**config.mk**
```make
export PLATFORM = sky130hd
export DESIGN_NAME = select_data_param
export DESIGN_NICKNAME = d
export VERILOG_FILES = /design/src/rtl/select_data_param.sv
export SDC_FILE = /design/constraint.sdc
export NUM_CORES = 2
export LEC_CHECK = 0
export CORE_AREA = 2 2 606 608
export DETAILED_ROUTE_END_ITERATION = 8
export DIE_AREA = 0 0 608 610
export GPL_TIMING_DRIVEN = 0
export MAX_ROUTING_LAYER = met4
export PLACE_DENSITY = 0.45
export SETUP_SLACK_MARGIN = 0.3
export SKIP_LAST_GASP = 1
export SLEW_MARGIN = 10
export SYNTH_ARGS = -nofsm -noshare
export SYNTH_HDL_FRONTEND = slang
export SYNTH_SLANG_ARGS = --single-unit
```
**constraint.sdc**
```tcl
create_clock -name clk -period 4.1 [get_ports clk]
set_input_delay 1.025 -clock clk [delete_from_list [all_inputs] [get_ports clk]]
set_output_delay 1.025 -clock clk [all_outputs]
set_load 0.02 [all_outputs]
```
**src/rtl/select_data_param.sv**
```systemverilog
// Manual packet injector: debounced keys edit a payload and a router index, and the block drives one
// {valid, payload} word onto the selected router slot, either continuously or as a single one-shot packet.
module select_data_param #(
  parameter int ROUTERS = 100,
  parameter int ADDR_W  = 7,
  parameter int DATA_W  = 14,
  parameter int DEB_CYC = 16
) (
  input  logic                             clk,
  input  logic                             rst_n,
  input  logic                             sw_on,
  input  logic                             sw_oneshot,
  input  logic                             sw_sel_data,
  input  logic                             sw_sel_router,
  input  logic                             key_inc,
  input  logic                             key_dec,
  input  logic                             key_send,
  input  logic                             net_stall,
  output logic [ROUTERS*(DATA_W+1)-1:0]    out_routers,
  output logic                             pending,
  output logic [6:0]                       hex_data_lo,
  output logic [6:0]                       hex_data_hi,
  output logic [6:0]                       hex_router_lo,
  output logic [6:0]                       hex_router_hi
);

  localparam int PW        = DATA_W + 1;
  localparam int BUS_W     = ROUTERS * PW;
  localparam int CNT_W     = $clog2(DEB_CYC + 1);
  localparam int LAST      = ROUTERS - 1;
  localparam int LAST_TENS = LAST / 10;
  localparam int LAST_ONES = LAST % 10;

  localparam logic [1:0] ST_IDLE = 2'd0;
  localparam logic [1:0] ST_WAIT = 2'd1;
  localparam logic [1:0] ST_FIRE = 2'd2;

  function automatic logic [6:0] seg7(input logic [3:0] v);
    logic [6:0] s;
    case (v)
      4'h0: s = 7'b1111110;
      4'h1: s = 7'b0110000;
      4'h2: s = 7'b1101101;
      4'h3: s = 7'b1111001;
      4'h4: s = 7'b0110011;
      4'h5: s = 7'b1011011;
      4'h6: s = 7'b1011111;
      4'h7: s = 7'b1110000;
      4'h8: s = 7'b1111111;
      4'h9: s = 7'b1111011;
      4'hA: s = 7'b1110111;
      4'hB: s = 7'b0011111;
      4'hC: s = 7'b1001110;
      4'hD: s = 7'b0111101;
      4'hE: s = 7'b1001111;
      4'hF: s = 7'b1000111;
      default: s = 7'b0000000;
    endcase
    return ~s;
  endfunction

  logic [2:0] keys_s;
  logic [2:0] pulse_s;

  assign keys_s = {key_send, key_dec, key_inc};

  genvar k;
  generate
    for (k = 0; k < 3; k++) begin : g_deb
      logic             s1_q;
      logic             s2_q;
      logic             acc_q;
      logic             pulse_q;
      logic [CNT_W-1:0] cnt_q;

      // A new level is accepted only after DEB_CYC consecutive samples that disagree with the old one.
      always_ff @(posedge clk) begin
        if (!rst_n) begin
          s1_q    <= 1'b0;
          s2_q    <= 1'b0;
          acc_q   <= 1'b0;
          pulse_q <= 1'b0;
          cnt_q   <= '0;
        end else begin
          s1_q    <= keys_s[k];
          s2_q    <= s1_q;
          pulse_q <= 1'b0;
          if (s2_q == acc_q) begin
            cnt_q <= '0;
          end else if (cnt_q == CNT_W'(DEB_CYC - 1)) begin
            acc_q   <= s2_q;
            cnt_q   <= '0;
            pulse_q <= s2_q;
          end else begin
            cnt_q <= cnt_q + 1'b1;
          end
        end
      end

      assign pulse_s[k] = pulse_q;
    end
  endgenerate

  logic              inc_s, dec_s;
  logic [DATA_W-1:0] data_q, data_d;
  logic [ADDR_W-1:0] router_q, router_d;
  logic [3:0]        tens_q, tens_d, ones_q, ones_d;

  assign inc_s = pulse_s[0] & ~pulse_s[1];
  assign dec_s = pulse_s[1] & ~pulse_s[0];

  // Router index wraps at ROUTERS, and the BCD pair tracks it in lock-step.
  always_comb begin
    data_d   = data_q;
    router_d = router_q;
    tens_d   = tens_q;
    ones_d   = ones_q;
    if (sw_sel_data) begin
      if (inc_s) begin
        data_d = data_q + 1'b1;
      end else if (dec_s) begin
        data_d = data_q - 1'b1;
      end else begin
        data_d = data_q;
      end
    end else if (sw_sel_router) begin
      if (inc_s) begin
        if (router_q == ADDR_W'(LAST)) begin
          router_d = '0;
          tens_d   = 4'd0;
          ones_d   = 4'd0;
        end else begin
          router_d = router_q + 1'b1;
          if (ones_q == 4'd9) begin
            ones_d = 4'd0;
            tens_d = tens_q + 4'd1;
          end else begin
            ones_d = ones_q + 4'd1;
          end
        end
      end else if (dec_s) begin
        if (router_q == '0) begin
          router_d = ADDR_W'(LAST);
          tens_d   = 4'(LAST_TENS);
          ones_d   = 4'(LAST_ONES);
        end else begin
          router_d = router_q - 1'b1;
          if (ones_q == 4'd0) begin
            ones_d = 4'd9;
            tens_d = tens_q - 4'd1;
          end else begin
            ones_d = ones_q - 4'd1;
          end
        end
      end else begin
        router_d = router_q;
      end
    end else begin
      data_d = data_q;
    end
  end

  logic [1:0]        state_q, state_d;
  logic              mode_q;
  logic [DATA_W-1:0] snap_data_q, snap_data_d;
  logic [ADDR_W-1:0] snap_router_q, snap_router_d;
  logic [BUS_W-1:0]  out_q, out_d;
  logic              pending_q, pending_d;

  // Leaving one-shot mode or disabling injection drops any request in flight.
  always_comb begin
    state_d       = state_q;
    snap_data_d   = snap_data_q;
    snap_router_d = snap_router_q;
    if (!sw_on || !sw_oneshot || (sw_oneshot != mode_q)) begin
      state_d = ST_IDLE;
    end else begin
      case (state_q)
        ST_IDLE: begin
          if (pulse_s[2]) begin
            state_d       = ST_WAIT;
            snap_data_d   = data_q;
            snap_router_d = router_q;
          end else begin
            state_d = ST_IDLE;
          end
        end
        ST_WAIT: begin
          if (!net_stall) begin
            state_d = ST_FIRE;
          end else begin
            state_d = ST_WAIT;
          end
        end
        ST_FIRE: state_d = ST_IDLE;
        default: state_d = ST_IDLE;
      endcase
    end
  end

  // Next bus word: at most one slot is ever marked valid.
  always_comb begin
    out_d     = '0;
    pending_d = (state_d == ST_WAIT);
    if (sw_on && !sw_oneshot) begin
      out_d[int'(router_q)*PW +: PW] = {1'b1, data_q};
    end else if (state_d == ST_FIRE) begin
      out_d[int'(snap_router_q)*PW +: PW] = {1'b1, snap_data_q};
    end else begin
      out_d = '0;
    end
  end

  // State registers.
  always_ff @(posedge clk) begin
    if (!rst_n) begin
      data_q        <= '0;
      router_q      <= '0;
      tens_q        <= 4'd0;
      ones_q        <= 4'd0;
      state_q       <= ST_IDLE;
      mode_q        <= 1'b0;
      snap_data_q   <= '0;
      snap_router_q <= '0;
      out_q         <= '0;
      pending_q     <= 1'b0;
    end else begin
      data_q        <= data_d;
      router_q      <= router_d;
      tens_q        <= tens_d;
      ones_q        <= ones_d;
      state_q       <= state_d;
      mode_q        <= sw_oneshot;
      snap_data_q   <= snap_data_d;
      snap_router_q <= snap_router_d;
      out_q         <= out_d;
      pending_q     <= pending_d;
    end
  end

  logic [DATA_W+7:0] data_ext_s;
  assign data_ext_s = {8'd0, data_q};

  assign out_routers   = out_q;
  assign pending       = pending_q;
  assign hex_data_lo   = seg7(data_ext_s[3:0]);
  assign hex_data_hi   = seg7(data_ext_s[7:4]);
  assign hex_router_lo = seg7(ones_q);
  assign hex_router_hi = seg7(tens_q);

endmodule

```
==> qor.yml <==
seq_area_frac_synth: 0.568
port_buffers: 1538
coreArea_um2: 364000
fin_crit_ns: 3.87
finClkSkew_ns: 0.114
clock_latency_ns: 0.97
nets: 7945
hold_class: "reg -> reg"
place.gp.congestion: 0.951
drive_above_1_share: 0.142
first_pass_iters: 7
reg2reg_depth: 12
syn_avg_cell_area_um2: 9.42
dieWidth_um: 608
clock-sinks: 1609
cts_root_buffer: "clkbuf_16"
h-tree-depth: 4
netlist_instances: 6019
worst_pin_slew_ns: 1.51
whs_path_depth: 1
cp_max_fo: 11
cts.path.max_buffers: 4
io_pins: 1539
violations: "max-capacitance violations, max-slew violations"
path_cells: "clkdlybuf4s50_1, inv_1, clkbuf_1, clkbuf_2, buf_12, clkbuf_2, clkbuf_1, nor2_1"
final.setup.worst_slack_ns: 0.227
synth_edf_count: 0
power_density_nw_per_um2: 401
row_count: 222
cpMaxStageDelayCell: "clkbuf_1"
synth_cell_types: 90
worstPathArrival_ns: 4.60
worstPathRequired_ns: 4.83
maxSlewHeadroom: -0.00373
crit_path_start_kind: "input pin"
synth_ff_type: "dfxtp_1"
status: "complete, but fails checks"
synth_top_area_share: 0.568
grt_pass1_wl_um: 636000
setup_violations: 0
finalMaxSlewViolations: 10
synth_area_um2: 56700
hold_viol_final: 0
synth_fp_nets: 6088
dp_slack_ns: -2.02
drc_errors: 0
path_clk_slew_ns: 0.06
vias: 61500
async_reset_ff_frac: 0
vdd_drop_max_v: 0.000338
overflow: 0
numCtsBuffers: 198
rsz0062_at_grt: "yes"
grt_usage: 0.270
grt_max_degree: 23
drv_cap: 1
die_y_um: 610
syn_to_final_growth_pct: 56.7
seqCellArea_um2: 32200
drtIter0Drc: 8208
drt-vias-per-instance: 4.76
grt_antenna_before_repair: 87
final_cell_mix: "dfxtp_1 (1608), clkdlybuf4s50_1 (1538), nor2_1 (1188)"
wirelength_um: 512000
wl_per_cell_um: 39.6
cp-end-kind: "register"
dp_hpwl_um: 409000
cts_tree: "done"
start_util: 0.156
nFillCells: 39400
ant_nets: 0
yosysTopAreaCell: "dfxtp_1"
ys_seq_elements: 1609
hold_slack_ns: 0.451
period_share: 0.945
crit_type: "in -> reg"
ys_warn_count: 0
grt_pass1_vias: 58700
max_stage_delay_ns: 0.76
layout_commonest_cell: "dfxtp_1"
reg2reg_slack_ns: 0.28
p_leak_nw: 30.2
ys_top_cells_by_area: "dfxtp_1 (57%), a22oi_1 (11%), nor2_1 (8.3%), o22ai_1 (4.1%), clkbuf_1 (2.5%)"
multi_input_area_um2: 22700
die_area_um2: 371000
max_clock_freq_mhz: 258
==> repair_timing <==
action / CTS / global route
pin swaps: 27 / 9
endpoints found under the setup margin: 1532 / 864
resized for setup: 284 / 127
endpoints found under the hold margin: 0 / 0
setup buffers: 56 / 13
hold buffers: 0 / 0
==> stage by stage <==
step | std cells | util | cell area (µm²) | TNS, ns | power [mW]
6_report | 12900 | 0.244 | 88900 | 0 | 35.6
2_1_floorplan | 6019 | - | 56700 | 0 | 16.2
3_3_place_gp | 12400 | 0.214 | 78100 | -2378.13 | 16.4
4_1_cts | 12800 | 0.242 | 88200 | 0 | 36.0
5_1_grt | 12900 | 0.244 | 88800 | 0 | 36.6
3_5_place_dp | 12400 | 0.218 | 79400 | -1386.87 | 16.4
==> cells in the mapped netlist, types with 9 or more instances <==
master	number
o32ai_1	27
mux2i_1	10
and2_1	42
and2_0	9
nor3_1	17
o22ai_1	370
inv_1	72
buf_1	65
clkbuf_1	378
buf_2	190
nor2_1	1255
o22a_1	155
a21oi_1	95
o21ai_0	34
a32oi_1	27
buf_4	16
nor3_2	23
or3_1	11
and3_1	24
ha_1	58
nand2_1	344
nor2_2	42
nand2b_1	10
a22oi_1	852
xnor2_1	13
dfxtp_1	1609
nand3_1	107
==> logic make-up (layout without fill, tap and decap cells) <==
group	after synthesis	after routing	share of synthesized area
XOR/XNOR	25	25	0.00459
adder cells (fa/ha/maj)	59	59	0.0132
buffers and inverters	727	2742	0.0538
AO/OA/AOI/OAI	1635	1635	0.210
other	0	64	0
flip-flops	1609	1609	0.568
AND/OR/NAND/NOR	1947	1947	0.147
multiplexers	17	17	0.00362
==> sequential cells by signal (all words and copies together), names as in the netlist, 3 cells and up, named ones only <==
| signal | flops |
|---|---|
| out_routers | 1500 |
| g_deb.cnt_q | 15 |
| data_q | 14 |
| snap_data_q | 14 |
| router_q | 7 |
| snap_router_q | 7 |
| ones_q | 4 |
| tens_q | 4 |
| g_deb.acc_q | 3 |
| g_deb.pulse_q | 3 |
| g_deb.s1_q | 3 |
| g_deb.s2_q | 3 |
==> layer usage <==
layer / track usage / vias up / part of all wire
met1: 0.336 / 31100 / 0.42
met3: 0.0790 / 1017 / 0.093
met2: 0.400 / 4401 / 0.43
met5: - / - / 0
met4: 0.127 / 0 / 0.057
li1: - / 25000 / -
==> power breakdown <==
group | leakage, nW | total, mW | switching (mW) | internal [mW]
combinational | 13.8 | 0.455 | 0.395 | 0.0607
clock | 3.46 | 19.5 | 7.94 | 11.6
sequential | 13.0 | 15.6 | 0.00238 | 15.6
total | 30.2 | 35.6 | 8.34 | 27.3
==> area by class of cell <==
cell class | instances | area share
Sequential cell | 1609 | 0.363
Multi-Input combinational cell | 3683 | 0.256
Timing Repair Buffer | 1657 | 0.194
Tap cell | 4816 | 0.0678
Clock buffer | 265 | 0.0634
Buffer | 652 | 0.0350
Clock inverter | 93 | 0.0169
Inverter | 75 | 0.00320
Antenna cell | 64 | 0.00180
==> worst paths after layout <==
check	from	end
setup reg to reg	snap_router_q[0]$_SDFFE_PN0P_	out_routers[158]$_SDFF_PN0_
setup / recovery	rst_n	out_routers[677]$_SDFF_PN0_
hold reg to reg	g_deb[0].cnt_q[0]$_SDFF_PP0_	g_deb[0].cnt_q[0]$_SDFF_PP0_
hold / removal	g_deb[0].cnt_q[0]$_SDFF_PP0_	g_deb[0].cnt_q[0]$_SDFF_PP0_
==> critical path: cells and delay by family <==
kind	cells	cell delay (ns)
buffers and inverters	7	3.29
and+or+nand+nor	1	0.15
(Power assumes the default switching activity.)
